File: src/rtl/jtag_selftest_seq.sv
`timescale 1ns/1ps
// Purpose: loopback self-test sequencer; walks 8 patterns onto DRV and compares against synchronized SNS.
// Latency: one run = (SETTLE_CYCLES+1) enter + 8*(SETTLE_CYCLES+1) patterns + 1 exit cycles, then a 1-cycle DONE.
// Backpressure: none; START is ignored while BUSY, ABORT cuts a run short through EXIT.
//
// Ports:
//   CLK, nRST            clock, async active-low reset
//   START, ABORT         level controls (START honoured in IDLE/DONE_ST, ABORT in ENTER..SAMPLE)
//   TEST_MODE            0 while the buffer is in loopback test, 1 for normal operation
//   DRV / SNS            driven pattern and its asynchronous loopback return, bit-aligned
//   BUSY, DONE, PASS, ABORTED, ERR_MASK, FAIL_IDX   registered status/results
module jtag_selftest_seq #(
    parameter int unsigned SETTLE_CYCLES = 4
) (
    input  logic       CLK,
    input  logic       nRST,
    input  logic       START,
    input  logic       ABORT,
    output logic       TEST_MODE,
    output logic [3:0] DRV,
    input  logic [3:0] SNS,
    output logic       BUSY,
    output logic       DONE,
    output logic       PASS,
    output logic       ABORTED,
    output logic [3:0] ERR_MASK,
    output logic [2:0] FAIL_IDX
);

    typedef enum logic [2:0] {
        IDLE    = 3'd0,
        ENTER   = 3'd1,
        DRIVE   = 3'd2,
        SETTLE  = 3'd3,
        SAMPLE  = 3'd4,
        EXIT    = 3'd5,
        DONE_ST = 3'd6
    } state_t;

    localparam logic [7:0] SETTLE_LOAD = 8'(SETTLE_CYCLES);
    localparam logic [7:0] SETTLE_LAST = 8'(SETTLE_CYCLES - 1);

    state_t     state;
    state_t     state_nxt;
    logic [2:0] idx;
    logic [7:0] cnt;
    logic [3:0] sns_meta;
    logic [3:0] sns_sync;

    logic [2:0] idx_nxt;
    logic [7:0] cnt_nxt;
    logic [3:0] err_nxt;
    logic [2:0] fidx_nxt;
    logic       pass_nxt;
    logic       aborted_nxt;
    logic       test_mode_nxt;
    logic       busy_nxt;
    logic       done_nxt;
    logic [3:0] drv_nxt;
    logic [3:0] mism;
    logic       in_run_nxt;

    // Walking one, then walking zero.
    function automatic logic [3:0] pattern_at(input logic [2:0] i);
        logic [3:0] p;
        case (i)
            3'd0:    p = 4'b0001;
            3'd1:    p = 4'b0010;
            3'd2:    p = 4'b0100;
            3'd3:    p = 4'b1000;
            3'd4:    p = 4'b1110;
            3'd5:    p = 4'b1101;
            3'd6:    p = 4'b1011;
            default: p = 4'b0111;
        endcase
        return p;
    endfunction

    // SNS comes back through external pads with no timing relationship to CLK.
    always_ff @(posedge CLK or negedge nRST) begin
        if (!nRST) begin
            sns_meta <= 4'b0000;
            sns_sync <= 4'b0000;
        end else begin
            sns_meta <= SNS;
            sns_sync <= sns_meta;
        end
    end

    // State register.
    always_ff @(posedge CLK or negedge nRST) begin
        if (!nRST) begin
            state <= IDLE;
        end else begin
            state <= state_nxt;
        end
    end

    // Next-state logic.
    always_comb begin
        state_nxt = state;
        case (state)
            IDLE:    if (START) state_nxt = ENTER;
            // ENTER runs the counter from SETTLE_CYCLES down to 0: one cycle to
            // flip TEST_MODE plus SETTLE_CYCLES cycles of hold.
            ENTER:   if (ABORT) state_nxt = EXIT;
                     else if (cnt == 8'd0) state_nxt = DRIVE;
            DRIVE:   state_nxt = ABORT ? EXIT : SETTLE;
            // Leave when the decrement lands on zero so DRIVE+SETTLE+SAMPLE
            // spans exactly SETTLE_CYCLES+1 cycles.
            SETTLE:  if (ABORT) state_nxt = EXIT;
                     else if (cnt <= 8'd1) state_nxt = SAMPLE;
            SAMPLE:  if (ABORT || idx == 3'd7) state_nxt = EXIT;
                     else state_nxt = DRIVE;
            EXIT:    state_nxt = DONE_ST;
            DONE_ST: if (START) state_nxt = ENTER;
            default: state_nxt = IDLE;
        endcase
    end

    // Output / datapath next values; everything is registered below so each
    // output reflects the state it belongs to with no combinational path out.
    always_comb begin
        idx_nxt     = idx;
        cnt_nxt     = cnt;
        err_nxt     = ERR_MASK;
        fidx_nxt    = FAIL_IDX;
        pass_nxt    = PASS;
        aborted_nxt = ABORTED;
        mism        = sns_sync ^ DRV;

        case (state)
            IDLE, DONE_ST: begin
                if (START) begin
                    cnt_nxt     = SETTLE_LOAD;
                    idx_nxt     = 3'd0;
                    err_nxt     = 4'b0000;
                    fidx_nxt    = 3'd0;
                    pass_nxt    = 1'b0;
                    aborted_nxt = 1'b0;
                end
            end
            ENTER: begin
                if (cnt != 8'd0) cnt_nxt = cnt - 8'd1;
            end
            DRIVE: begin
                cnt_nxt = SETTLE_LAST;
            end
            SETTLE: begin
                if (cnt != 8'd0) cnt_nxt = cnt - 8'd1;
            end
            SAMPLE: begin
                // ERR_MASK only ever gains bits from mismatches, so an empty
                // mask means no earlier pattern in this run has failed.
                err_nxt = ERR_MASK | mism;
                if (mism != 4'b0000 && ERR_MASK == 4'b0000) fidx_nxt = idx;
                if (!ABORT && idx != 3'd7) idx_nxt = idx + 3'd1;
            end
            EXIT: begin
                pass_nxt = (ERR_MASK == 4'b0000) && !ABORTED;
            end
            default: ;
        endcase

        if (ABORT && (state == ENTER || state == DRIVE ||
                      state == SETTLE || state == SAMPLE)) begin
            aborted_nxt = 1'b1;
        end

        in_run_nxt    = (state_nxt == ENTER)  || (state_nxt == DRIVE) ||
                        (state_nxt == SETTLE) || (state_nxt == SAMPLE) ||
                        (state_nxt == EXIT);
        test_mode_nxt = !in_run_nxt;
        busy_nxt      = in_run_nxt;
        done_nxt      = (state == EXIT);
        if (state_nxt == DRIVE || state_nxt == SETTLE || state_nxt == SAMPLE) begin
            drv_nxt = pattern_at(idx_nxt);
        end else begin
            drv_nxt = 4'b0000;
        end
    end

    // Output and datapath registers.
    always_ff @(posedge CLK or negedge nRST) begin
        if (!nRST) begin
            TEST_MODE <= 1'b1;
            DRV       <= 4'b0000;
            BUSY      <= 1'b0;
            DONE      <= 1'b0;
            PASS      <= 1'b0;
            ABORTED   <= 1'b0;
            ERR_MASK  <= 4'b0000;
            FAIL_IDX  <= 3'd0;
            idx       <= 3'd0;
            cnt       <= 8'd0;
        end else begin
            TEST_MODE <= test_mode_nxt;
            DRV       <= drv_nxt;
            BUSY      <= busy_nxt;
            DONE      <= done_nxt;
            PASS      <= pass_nxt;
            ABORTED   <= aborted_nxt;
            ERR_MASK  <= err_nxt;
            FAIL_IDX  <= fidx_nxt;
            idx       <= idx_nxt;
            cnt       <= cnt_nxt;
        end
    end

endmodule
File: config.mk
export PLATFORM = sky130hd
export DESIGN_NAME = jtag_selftest_seq
export DESIGN_NICKNAME = d
export VERILOG_FILES = /design/src/rtl/jtag_selftest_seq.sv
export SDC_FILE = /design/constraint.sdc
export NUM_CORES = 1
export LEC_CHECK = 0
export ABC_AREA = 1
export BUFFER_PORTS_ARGS = -buffer_cell sky130_fd_sc_hd__buf_4
export CAP_MARGIN = 5
export CELL_PAD_IN_SITES_DETAIL_PLACEMENT = 1
export CELL_PAD_IN_SITES_GLOBAL_PLACEMENT = 1
export CORE_ASPECT_RATIO = 0.7
export CORE_MARGIN = 5
export CORE_UTILIZATION = 40
export DETAILED_ROUTE_END_ITERATION = 12
export PLACE_DENSITY_LB_ADDON = 0.1
export SETUP_SLACK_MARGIN = 0.4
export SYNTH_ARGS = -nofsm -noshare
export SYNTH_HDL_FRONTEND = slang
export SYNTH_SLANG_ARGS = --single-unit
File: constraint.sdc
create_clock -name CLK -period 4.4 [get_ports CLK]
set_clock_uncertainty 0.15 [all_clocks]
set_input_delay 0.88 -clock CLK [delete_from_list [all_inputs] [get_ports CLK]]
set_output_delay 0.88 -clock CLK [all_outputs]
set_load 0.02 [all_outputs]
==> results of run 1 <==
[power groups by stage]
stage | clock, W | sequential, W | combinational (W)
after floorplan | 0 | 0.000605 | 0.000806
after global placement | 0 | 0.000602 | 0.00107
after detailed placement | 0 | 0.000602 | 0.00109
after CTS | 0.000237 | 0.000595 | 0.00110
after global routing | 0.000254 | 0.000614 | 0.00122
final | 0.000231 | 0.000597 | 0.00108
[metal layers]
layer / vias to the layer above / wire (um) / track usage
met2: 31 / 1990 / 0.212
met3: 4 / 268 / 0.0532
li1: 849 / - / -
met4: 0 / 34 / 0.0323
met1: 848 / 2820 / 0.243
met5: - / 0 / 0
[worst reg2reg max path, stage by stage (launching register included)]
cell and delay, ns:
dfrtp_1 0.43, ha_1 0.23, ha_1 0.19, nor2_1 0.21, o21ai_0 0.15, nand2_2 0.10, nand3_4 0.11, nor2_1 0.18
xor2_1 0.22, a21oi_2 0.05
[sequential cells by signal (all words and copies together), names as in the netlist, 3 cells and up]
| name | count |
|---|---|
| cnt | 8 |
| DRV | 4 |
| ERR_MASK | 4 |
| sns_meta | 4 |
| sns_sync | 4 |
| FAIL_IDX | 3 |
| idx | 3 |
| state | 3 |
[final cells by class]
class / count / area, um^2
inverters: 37 / 145
well taps: 72 / 90.1
clock inverters: 2 / 10.0
fillers: 625 / 2770
flip-flops and latches: 38 / 952
repair buffers: 23 / 173
multi-input cells: 171 / 990
clock buffers: 5 / 68.8
[placed cells by master, fill, tap and decap left out]
cell type   n
nor2_2      2
dfstp_2     1
clkinv_2    3
o21ai_2     1
inv_1      27
nor4_1      1
nand2_1    53
nand3b_2    1
o21ai_0    15
a21oi_2     4
a22o_1      1
nand3_2     4
dfrtp_1    37
nand2_4     5
nand4_2     2
nor3_1      2
clkbuf_8    5
a21oi_1     8
inv_2       7
buf_4      23
o211ai_1    1
nor2_4      5
xor2_1      4
o22ai_1     1
nand3_1    15
xnor2_1     2
nor3b_1     2
ha_1        4
nand4_1     3
nand2_2     5
inv_4       2
nor2_1     21
o21ai_1     7
nand3_4     2
[path summary, 6_finish.rpt]
| path | startpoint | to | slack (ns) |
|---|---|---|---|
| min in group asynchronous | nRST | BUSY | 0.40 |
| worst min-delay path | sns_meta[2] | sns_sync[2] | 0.20 |
| max in group asynchronous | nRST | TEST_MODE | 3.35 |
| worst max register to register | idx[0] | DRV[0] | 2.27 |
| worst max-delay path | idx[0] | DRV[0] | 2.27 |
| worst min register to register | sns_meta[2] | sns_sync[2] | 0.20 |
[cell families after synthesis]
group           count (synthesis)
simple gates                  123
buf+inv                        41
compound gates                 38
flops                          38
xor+xnor                        6
fa+ha+maj                       4
[stage by stage]
stage / utilization / cell area, um^2
floorplan: - / 2130
global placement: 0.452 / 2350
detailed placement: 0.452 / 2350
CTS: 0.467 / 2430
global route: 0.467 / 2430
finish: 0.467 / 2430
==> flow_summary.toml, run 1 <==
[min_path]
worstHoldPathType = "reg -> reg"
whs_path_depth = 0

[detailed_routing]
drt-initial-drc-count = 71
route.antenna.remaining_nets = 0
drc = 0
drt-pass1-iter-count = 4
vias = 1732
avgViaCountPerCell = 4.98
post_drt_wl_per_cell_um = 14.7
drt-total-wl_um = 5110

[floorplanning]
die-height_um = 71.1
fp-row-count = 22
top_level_ports = 24
die_w_um = 97.3
core-area_um2 = 5200
die-area_um2 = 6910
initial_core_util = 0.410

[clock_tree]
cts_buffer_depth = 2
cts.reportedPaths.clkPinSlew_ns = 0.08
ctsRootBufferMaster = "clkbuf_8"
clock_latency_ns = 0.29
post_cts_buffers = 0
cts_sinks = 38
numCtsBuffers = 5
cts_resized = 0
h-tree-depth = 2
ctsHoldBuffers = 0
tritoncts = "built"

[timing]
setup_viol = 0
maxSlewHeadroom = 0.661
tightest_slew_ns = 0.508
drv_slew = 0
min_period_ns = 2.13
fin_crit_sh = 0.484
fmax_mhz = 470
holdWs_ns = 0.204
setup_tns_ns = 0
finalWorstSetupSlack_ns = 2.27
hold_violations = 0
rsz0062_at_grt = "no"

[yosys]
synthesis.area_um2 = 2130
synth_common_cells = "53 x nand2_1, 37 x dfrtp_1, 27 x inv_1"
seq_area_frac_synth = 0.447
yosysTopAreaCell = "dfrtp_1"
ys_ff_latch = 38
synthMuxAreaShare = 0
yosys.area_share.simple = 0.315
ys_top_cells_by_area = "dfrtp_1 43%, nand2_1 9.3%, inv_1 4.8%"
yosysWarnings = 0
synth_top_area_share = 0.434
async_reset_ff_frac = 1.00
synth_edf_count = 0
synth_nets = 262
synth.distinct_cells = 33
synth_xor_area_frac = 0.0246
synthAdderAreaFrac = 0.0235
synth_top_family_by_area = "simple AND/OR/NAND/NOR gates"
yosysMostFrequentCell = "nand2_1"
syn_area_per_cell_um2 = 8.53
synthCells = 250
synthFlopType = "dfrtp_1"
synth_compound_area_frac = 0.102

[power]
power.density_nw_per_um2 = 786
max-vdd-ir-drop_v = 0.000393
switching_share = 0.503
p_sw_w = 0.000960
p_total_w = 0.00191
p_clk_frac = 0.121
power_leakage_nw = 1.21
seqPwrFrac = 0.313
combPwrFrac = 0.567
p_int_w = 0.000949

[global_route]
grt_pass1_wl_um = 8590
grt_max_degree = 39
grt.overflow.total = 0
grt_usage = 0.158
grt_pass1_vias = 1717
antenna_found_initial = 0

[final_layout]
drive_gt1_frac = 0.261
stdcell_count = 348
n_antenna_cell = 0
final_nets = 288
area_delta_synth_final_pct = 13.9

[worst_setup_path]
cp_top_family = "simple AND/OR/NAND/NOR gates"
arrival_ns = 2.16
critPathLaunchType = "register"
worstPathRequired_ns = 4.43
rr_worst_depth = 9
end_kind = "register"
slowest_stage = "dfrtp_1"
cp.depth = 9
max_stage_delay_ns = 0.43
worstSetupPathType = "reg -> reg"
cp_max_fo = 6
cp.buffers_inverters = 0
path_cells = "ha_1 > ha_1 > nor2_1 > o21ai_0 > nand2_2 > nand3_4 > nor2_1 > xor2_1 > a21oi_2"

[status]
status = "completed"

[placed_design]
place_ws_ns = 2.06
numPlacedInstances = 341
place.gp.congestion = 0.844
io_buffers = 23
dp_hpwl_um = 4040

[run]
maxCapViolCount = 0
(Power assumes the default switching activity.)
==> run 2, diff against run 1 <==
--- a/config.mk
+++ b/config.mk
@@ -12,7 +12,7 @@
 export CELL_PAD_IN_SITES_GLOBAL_PLACEMENT = 1
 export CORE_ASPECT_RATIO = 0.7
 export CORE_MARGIN = 5
-export CORE_UTILIZATION = 40
+export CORE_UTILIZATION = 39
 export DETAILED_ROUTE_END_ITERATION = 12
 export PLACE_DENSITY_LB_ADDON = 0.1
 export SETUP_SLACK_MARGIN = 0.4
==> constraint.sdc (replaced) <==
create_clock -name CLK -period 1.8 [get_ports CLK]
set_clock_uncertainty 0.15 [all_clocks]
set_input_delay 0.36 -clock CLK [delete_from_list [all_inputs] [get_ports CLK]]
set_output_delay 0.36 -clock CLK [all_outputs]
set_load 0.02 [all_outputs]
==> run 2 against run 1 <==
  * The run now ends with setup timing left
  * Register-to-register slack worse by 2.4 ns
  * Combinational power grew to 4.3 times the previous value
  * Hold slack worse by 0.18 ns
  * Cell count is 15% higher
  * Global-route usage is 2.5 points higher
  * Critical path depth is 2 higher
  * Power grew to 3.6 times the previous value
  * Cell area is 36% higher
  * Clock power grew to 3.8 times the previous value
  * Critical endpoint is now DRV[3]
==> flow_summary.toml, run 2 (synthesized netlist as in run 1, its figures left out) <==
[worst_setup_path]
end_kind = "register"
slowest_stage = "dfrtp_1"
arrival_ns = 2.02
max_stage_delay_ns = 0.40
cp_max_fo = 4
critPathLaunchType = "register"
path_cells = "ha_2 > ha_4 > nor2_4 > nand2_1 > nand3_2 > nand2_2 > nor2_4 > nand3_1 > nand2_2 > nor2_2 > a21oi_2"
worstSetupPathType = "reg -> reg"
worstPathRequired_ns = 1.88

[power]
power.density_nw_per_um2 = 2100
p_clk_frac = 0.128
switching_share = 0.462
p_int_w = 0.00374
combPwrFrac = 0.661
power_leakage_nw = 1.57
p_total_w = 0.00695
seqPwrFrac = 0.211
p_sw_w = 0.00321
max-vdd-ir-drop_v = 0.00103

[global_route]
grt_pass1_wl_um = 10100
grt_pass1_vias = 1989
antenna_found_initial = 0
grt_max_degree = 39
grt_usage = 0.182
grt.overflow.total = 0

[final_layout]
drive_gt1_frac = 0.568
final_common_cell = "buf_4"
area_delta_synth_final_pct = 55.5
final_nets = 340
largest_reg_flops = 8
n_antenna_cell = 0
largest_register = "cnt"
fillers = 595
final_util = 0.630
final_cell_mix = "54 x buf_4, 35 x nand2_1, 33 x dfrtp_1"

[timing]
rsz0062_at_grt = "yes"
tightest_slew_ns = 0.495
min_period_ns = 1.94
setup_viol = 7
hold_violations = 0
fmax_mhz = 515
maxSlewHeadroom = 0.670
drv_slew = 0
finalWorstSetupSlack_ns = -0.143
fin_crit_sh = 1.08

[floorplanning]
top_level_ports = 24
die-area_um2 = 7070
initial_core_util = 0.406
core-area_um2 = 5260
fp-row-count = 22
die-height_um = 71.9
die_w_um = 98.4

[placed_design]
place.gp.congestion = 0.769
io_buffers = 23
dp_hpwl_um = 4710

[status]
status = "complete, but fails checks"
violations = "setup timing"

[clock_tree]
cts.reportedPaths.clkPinSlew_ns = 0.08
h-tree-depth = 2
cts_sinks = 38
clock_latency_ns = 0.29
tritoncts = "built"
numCtsBuffers = 5
cts_buffer_depth = 2
ctsRootBufferMaster = "clkbuf_8"

[detailed_routing]
vias = 2023
drc = 0
drt-initial-drc-count = 98
route.antenna.remaining_nets = 0
drt-pass1-iter-count = 4
drt-total-wl_um = 7130
post_drt_wl_per_cell_um = 17.8
avgViaCountPerCell = 5.04

[run]
maxCapViolCount = 0

[min_path]
worstHoldPathType = "in -> reg"
==> run 2: cell count changes in the layout (fill, tap and decap cells not counted), sizes merged <==
cell	change
dlygate4sd3	+3
buf	+49
clkinv	-1
bufinv	+2
==> run 2: metrics by stage <==
stage          setup WS [ns]  std cells  instance area (um^2)  hold WS [ns]  setup TNS [ns]
6_report              -0.143        401                  3310        0.0203          -0.446
5_1_grt               -0.216        401                  3310       0.00595           -1.02
4_1_cts              -0.0423        391                  3020        0.0106          -0.133
3_5_place_dp          -0.114        376                  2710         0.187          -0.443
3_3_place_gp         -0.0776        376                  2710         0.182          -0.220
2_1_floorplan         0.0798        250                  2230       -0.0856               0
==> run 2: worst max-delay path, delay by kind of cell (launching register included) <==
family / cells / cell delay (ns)
flip-flops: 1 / 0.40
AND/OR/NAND/NOR: 8 / 0.86
AO/OA/AOI/OAI: 1 / 0.09
adder cells (fa/ha/maj): 2 / 0.39
==> run 2: metal layers <==
metal,track usage,part of all wire
met1,0.270,0.47
met2,0.276,0.48
met3,0.0399,0.040
met4,0.0348,0.016
met5,0,0
==> run 2: power by group through the flow <==
stage | registers [W] | clock network [W] | logic (W)
after floorplan | 0.00150 | 0 | 0.00213
after global placement | 0.00144 | 0 | 0.00337
after detailed placement | 0.00145 | 0 | 0.00347
after CTS | 0.00142 | 0.000910 | 0.00390
after global routing | 0.00151 | 0.000952 | 0.00495
final | 0.00147 | 0.000888 | 0.00459
==> run 2: timing repair <==
action                                 CTS  global route
gates resized for setup                 38            55
pin swaps                                9            22
setup endpoints to repair               32            38
hold buffers                             1             2
setup buffers                            6             8
endpoints found under the hold margin   37             2
cloned                                   0             0
==> run 2: path summary, 6_finish.rpt <==
path	from	to	slack, ns	cells past startpoint
worst min-delay path	SNS[1]	sns_meta[1]	0.02	1
worst min register to register	sns_meta[1]	sns_sync[1]	0.20	0
worst max-delay path	idx[0]	DRV[3]	-0.14	11
worst max register to register	idx[0]	DRV[3]	-0.14	11
max in group asynchronous	nRST	DRV[1]	0.71	2
min in group asynchronous	nRST	BUSY	0.41	2
==> run 2: area by class of cell <==
cell class,count,area [um^2],area share
Sequential cell,38,957,0.289
Multi-Input combinational cell,171,1340,0.404
Clock buffer,5,68.8,0.0208
Tap cell,72,90.1,0.0272
Timing Repair Buffer,75,638,0.193
Clock inverter,3,68.8,0.0208
Inverter,37,153,0.0461
